[config.mk]
export PLATFORM = sky130hd
export DESIGN_NAME = dmem_bridge
export DESIGN_NICKNAME = d
export VERILOG_FILES = /design/src/rtl/dmem_bridge.sv
export SDC_FILE = /design/constraint.sdc
export NUM_CORES = 1
export LEC_CHECK = 0
export BUFFER_PORTS_ARGS = -buffer_cell sky130_fd_sc_hd__buf_4
export CAP_MARGIN = 0
export CORE_ASPECT_RATIO = 2
export CORE_MARGIN = 3
export CORE_UTILIZATION = 30
export CTS_CLUSTER_SIZE = 8
export DETAILED_ROUTE_END_ITERATION = 6
export SKIP_CTS_REPAIR_TIMING = 1
export SLEW_MARGIN = 20
export SYNTH_ARGS = -nofsm -noshare
export SYNTH_HDL_FRONTEND = slang
export SYNTH_SLANG_ARGS = --single-unit
[constraint.sdc]
create_clock -name clk -period 6.9 [get_ports clk]
set_clock_uncertainty 0.15 [all_clocks]
set_input_delay 1.035 -clock clk [delete_from_list [all_inputs] [get_ports clk]]
set_output_delay 1.035 -clock clk [all_outputs]
set_load 0.05 [all_outputs]
[src/rtl/dmem_bridge.sv]
// Data-memory bridge between the M stage and a req/addr_ok/data_ok bus: exactly one bus transaction per access.
// Optional DMEM_BRIDGE_SIZE_DECODE_EN narrows store size/address from the byte strobes.
module dmem_bridge #(
  parameter int AW = 32
) (
  input  logic          clk,
  input  logic          rst,
  input  logic          memen_i,
  input  logic [3:0]    wen_i,
  input  logic [AW-1:0] paddr_i,
  input  logic [31:0]   wdata_i,
  input  logic          uncached_i,
  input  logic          flush_i,
  input  logic          ext_stall_i,
  output logic          stall_o,
  output logic [31:0]   rdata_o,
  output logic          data_req,
  output logic          data_wr,
  output logic [1:0]    data_size,
  output logic [AW-1:0] data_addr,
  output logic [3:0]    data_wstrb,
  output logic [31:0]   data_wdata,
  output logic          data_uncached,
  input  logic          data_addr_ok,
  input  logic          data_data_ok,
  input  logic [31:0]   data_rdata
);

  typedef enum logic [1:0] {IDLE, ADDR, DATA, HOLD} state_t;

  state_t        state, stateNxt;
  logic          reqStart;
  logic          captureRd;
  logic [3:0]    wen_p0;
  logic [AW-1:0] paddr_p0;
  logic [31:0]   wdata_p0;
  logic          uncached_p0;
  logic [31:0]   rdata_p1;
  logic [1:0]    sizeSel;
  logic [1:0]    addrLow;
  logic          unusedLowAddr;

`ifdef DMEM_BRIDGE_SIZE_DECODE_EN
  // Returns {size, addr[1:0]}; loads and irregular strobe patterns use a full word.
  function automatic logic [3:0] sizeDecode(input logic [3:0] wen);
    case (wen)
      4'b0011: return {2'd1, 2'd0};
      4'b1100: return {2'd1, 2'd2};
      4'b0001: return {2'd0, 2'd0};
      4'b0010: return {2'd0, 2'd1};
      4'b0100: return {2'd0, 2'd2};
      4'b1000: return {2'd0, 2'd3};
      default: return {2'd2, 2'd0};
    endcase
  endfunction

  assign {sizeSel, addrLow} = sizeDecode(wen_p0);
`else
  assign sizeSel = 2'd2;
  assign addrLow = 2'd0;
`endif

  assign reqStart = (state == IDLE) && memen_i && !flush_i;

  always_ff @(posedge clk or posedge rst) begin
    if (rst) state <= IDLE;
    else     state <= stateNxt;
  end

  // Flush never aborts an issued transaction; HOLD blocks reissue while M is stalled elsewhere.
  always_comb begin
    stateNxt  = state;
    captureRd = 1'b0;
    case (state)
      IDLE: if (reqStart) stateNxt = ADDR;
      ADDR: begin
        if (data_addr_ok) begin
          if (data_data_ok) begin
            stateNxt  = HOLD;
            captureRd = 1'b1;
          end else begin
            stateNxt  = DATA;
          end
        end
      end
      DATA: begin
        if (data_data_ok) begin
          stateNxt  = HOLD;
          captureRd = 1'b1;
        end
      end
      HOLD: if (!ext_stall_i || flush_i) stateNxt = IDLE;
      default: stateNxt = IDLE;
    endcase
  end

  // Request stage: fields held constant for the whole bus transaction.
  always_ff @(posedge clk or posedge rst) begin
    if (rst) begin
      wen_p0      <= '0;
      paddr_p0    <= '0;
      wdata_p0    <= '0;
      uncached_p0 <= 1'b0;
    end else if (reqStart) begin
      wen_p0      <= wen_i;
      paddr_p0    <= paddr_i;
      wdata_p0    <= wdata_i;
      uncached_p0 <= uncached_i;
    end
  end

  // Response stage: read register only changes on an accepted data_ok.
  always_ff @(posedge clk or posedge rst) begin
    if (rst)            rdata_p1 <= '0;
    else if (captureRd) rdata_p1 <= data_rdata;
  end

  assign unusedLowAddr = ^paddr_p0[1:0];

  assign data_req      = (state == ADDR);
  assign data_wr       = |wen_p0;
  assign data_size     = sizeSel;
  assign data_addr     = {paddr_p0[AW-1:2], addrLow};
  assign data_wstrb    = wen_p0;
  assign data_wdata    = wdata_p0;
  assign data_uncached = uncached_p0;

  assign stall_o = !rst && (reqStart || (state == ADDR) || (state == DATA));
  assign rdata_o = rdata_p1;

endmodule

==> impl_metrics.ini <==
[synthesis]
netlist_instances = 240
yosys_warnings = 0
mappedNetlistArea_um2 = 4020
ys_ff_latch = 101
synth-seq-area-share_pct = 62.9
synth_area_per_cell_um2 = 16.7
ys_types = 23

[clocking]
cts_tree = built
clk_transition_reported_paths_ns = 0.06
cts_max_level = 3
numCtsBuffers = 9
clock_sinks = 101
clkLatencyLatePin_ns = 0.33
cts_root_buf = clkbuf_16
clock_path_buffers = 2

[timing]
hold_viol = 0
fmax_ghz = 0.354
rsz0062_at_grt = no
setup-violations-final = 0
drv_slew = 0
finalCritPeriodShare_pct = 41.0
fin_tns_setup_ns = 0
finalCriticalPeriod_ns = 2.83
slew_headroom_pct = 34.5
worst_pin_slew_ns = 0.983

[min_path]
worstHoldStart = paddr_p0[12]
min_to = paddr_p0[12]
min_path_type = reg -> reg
holdPathStages = 1

[die]
rows = 59
initial_utilization_pct = 30.7
ios = 214
die-width_um = 87.8
core-area_um2 = 13100
die_h_um = 170
dieArea_um2 = 14900

[setup_path]
reg2reg_slack_ns = 4.48
crit_chain = buf_4, nand3b_4, a21oi_1, buf_4
crit_type = in -> out
end_kind = output port
r2r_start = state[0]
max_stage_delay_ns = 0.21
r2r_cells = 5
cp-start-kind = input port
cp_max_fo = 3
path_common_cell = buf_4
worst_r2r_endpoint = data_wdata[31]
crit_slowest_cell = buf_4
critPathArrivalTime_ns = 1.64
crit_required_ns = 5.71

[route]
dr.first_iter.drc_count = 77
drt-wirelength-per-cell_um = 16.7
drt-total-wl_um = 10100
route.vias.total = 2690
dr.pass1.iters = 4
vias_per_cell = 4.44
postRouteAntennaNets = 0
drc_errors = 0

[place]
dpl.hpwl_um = 7790
place.gp.congestion = 0.724
port-buffer-count = 207

[cells_and_area]
area_delta_synth_final_pct = 49.9
drive_gt1_share_pct = 72.7
final_cell_mix = 210 x buf_4, 101 x dfrtp_1, 81 x mux2_2
num_antenna_cells = 0
fin_nets = 561
final_common_cell = buf_4

[global_routing]
grt_start_max_net_pins = 68
grt_pass1_wl_um = 15200
grt_usage_pct = 13.4
grt-ovfl-total = 0
antenna_found_initial = 0
grt_pass1_vias = 2908

[run_status]
run_status = completed

[job]
drv_cap = 0
-- per-stage QoR --
step / hold WS (ns) / instances / instance area [um^2] / setup slack (ns) / util [%]
after floorplan: 0.406 / 242 / 4030 / 3.07 / -
after global placement: 0.340 / 590 / 5700 / 4.06 / 43.7
after detailed placement: 0.345 / 590 / 5700 / 4.07 / 43.7
after CTS: 0.361 / 606 / 6020 / 4.05 / 46.1
after global routing: 0.372 / 606 / 6020 / 3.93 / 46.1
final: 0.356 / 606 / 6020 / 4.07 / 46.1
-- synthesized netlist by cell type --
library cell	count	area share [%]
nand3b_2	1	0.28
mux2_4	19	7.1
inv_1	3	0.28
a2bb2oi_1	1	0.22
or4_1	1	0.19
dfrtp_1	101	63
buf_6	3	0.84
nor3_1	1	0.12
and3b_1	1	0.22
a21oi_1	2	0.25
conb_1	2	0.19
nor2_2	1	0.16
nor2b_1	2	0.31
a2111oi_4	1	0.69
a211oi_1	1	0.19
buf_4	4	0.75
nand2b_1	1	0.16
buf_2	7	0.87
nor2_1	1	0.093
ha_1	4	1.2
and3_1	1	0.16
nand2_1	1	0.093
mux2_2	81	23
-- critical path, delay by kind of cell --
kind,cells,cell delay (ns)
AO/OA/AOI/OAI,1,0.13
AND/OR/NAND/NOR,1,0.15
buffers and inverters,2,0.33
-- metal layers --
metal	up-vias	routed length [um]	track usage, %
met4	0	191	5.81
met5	-	0	0
met1	1322	3230	13.3
met3	10	607	2.77
met2	115	6060	25.6
li1	1243	-	-
-- registers in the layout, indices dropped and copies added (netlist names) --
| register | count |
|---|---|
| data_wdata | 32 |
| rdata_o | 32 |
| state | 2 |
| data_uncached | 1 |
| data_wstrb | 4 |
| paddr_p0 | 30 |
-- cell families (layout without fill, tap and decap cells) --
family / after synthesis / after routing / synth area share [%]
buf+inv: 17 / 229 / 2.74
other cells: 2 / 4 / 0.187
compound gates: 5 / 5 / 1.34
mux: 100 / 100 / 29.8
simple gates: 11 / 11 / 1.78
fa+ha+maj: 4 / 4 / 1.25
flops: 101 / 101 / 62.9
-- worst max-delay path by stage --
| stage | slack, ns | cells after the start | end | from |
|---|---|---|---|---|
| 6_report | 4.07 | 4 | stall_o | flush_i |
| 5_1_grt | 3.93 | 5 | stall_o | state[0] |
| 3_3_place_gp | 4.06 | 4 | stall_o | flush_i |
| 2_1_floorplan | 3.07 | 1 | data_uncached | rst |
| 4_1_cts | 4.05 | 5 | stall_o | state[0] |
| 3_5_place_dp | 4.07 | 4 | stall_o | flush_i |
-- area by class of cell --
class | count | area (um^2)
Sequential cell | 101 | 2530
Fill cell | 1184 | 7050
Clock inverter | 5 | 63.8
Clock buffer | 11 | 253
Inverter | 3 | 13.8
Tap cell | 152 | 190
Timing Repair Buffer | 210 | 1580
Multi-Input combinational cell | 124 | 1400
Power is left out: the tool's default activity adds up to more than one toggle a clock period on the data nets, which glitch-free logic cannot reach.
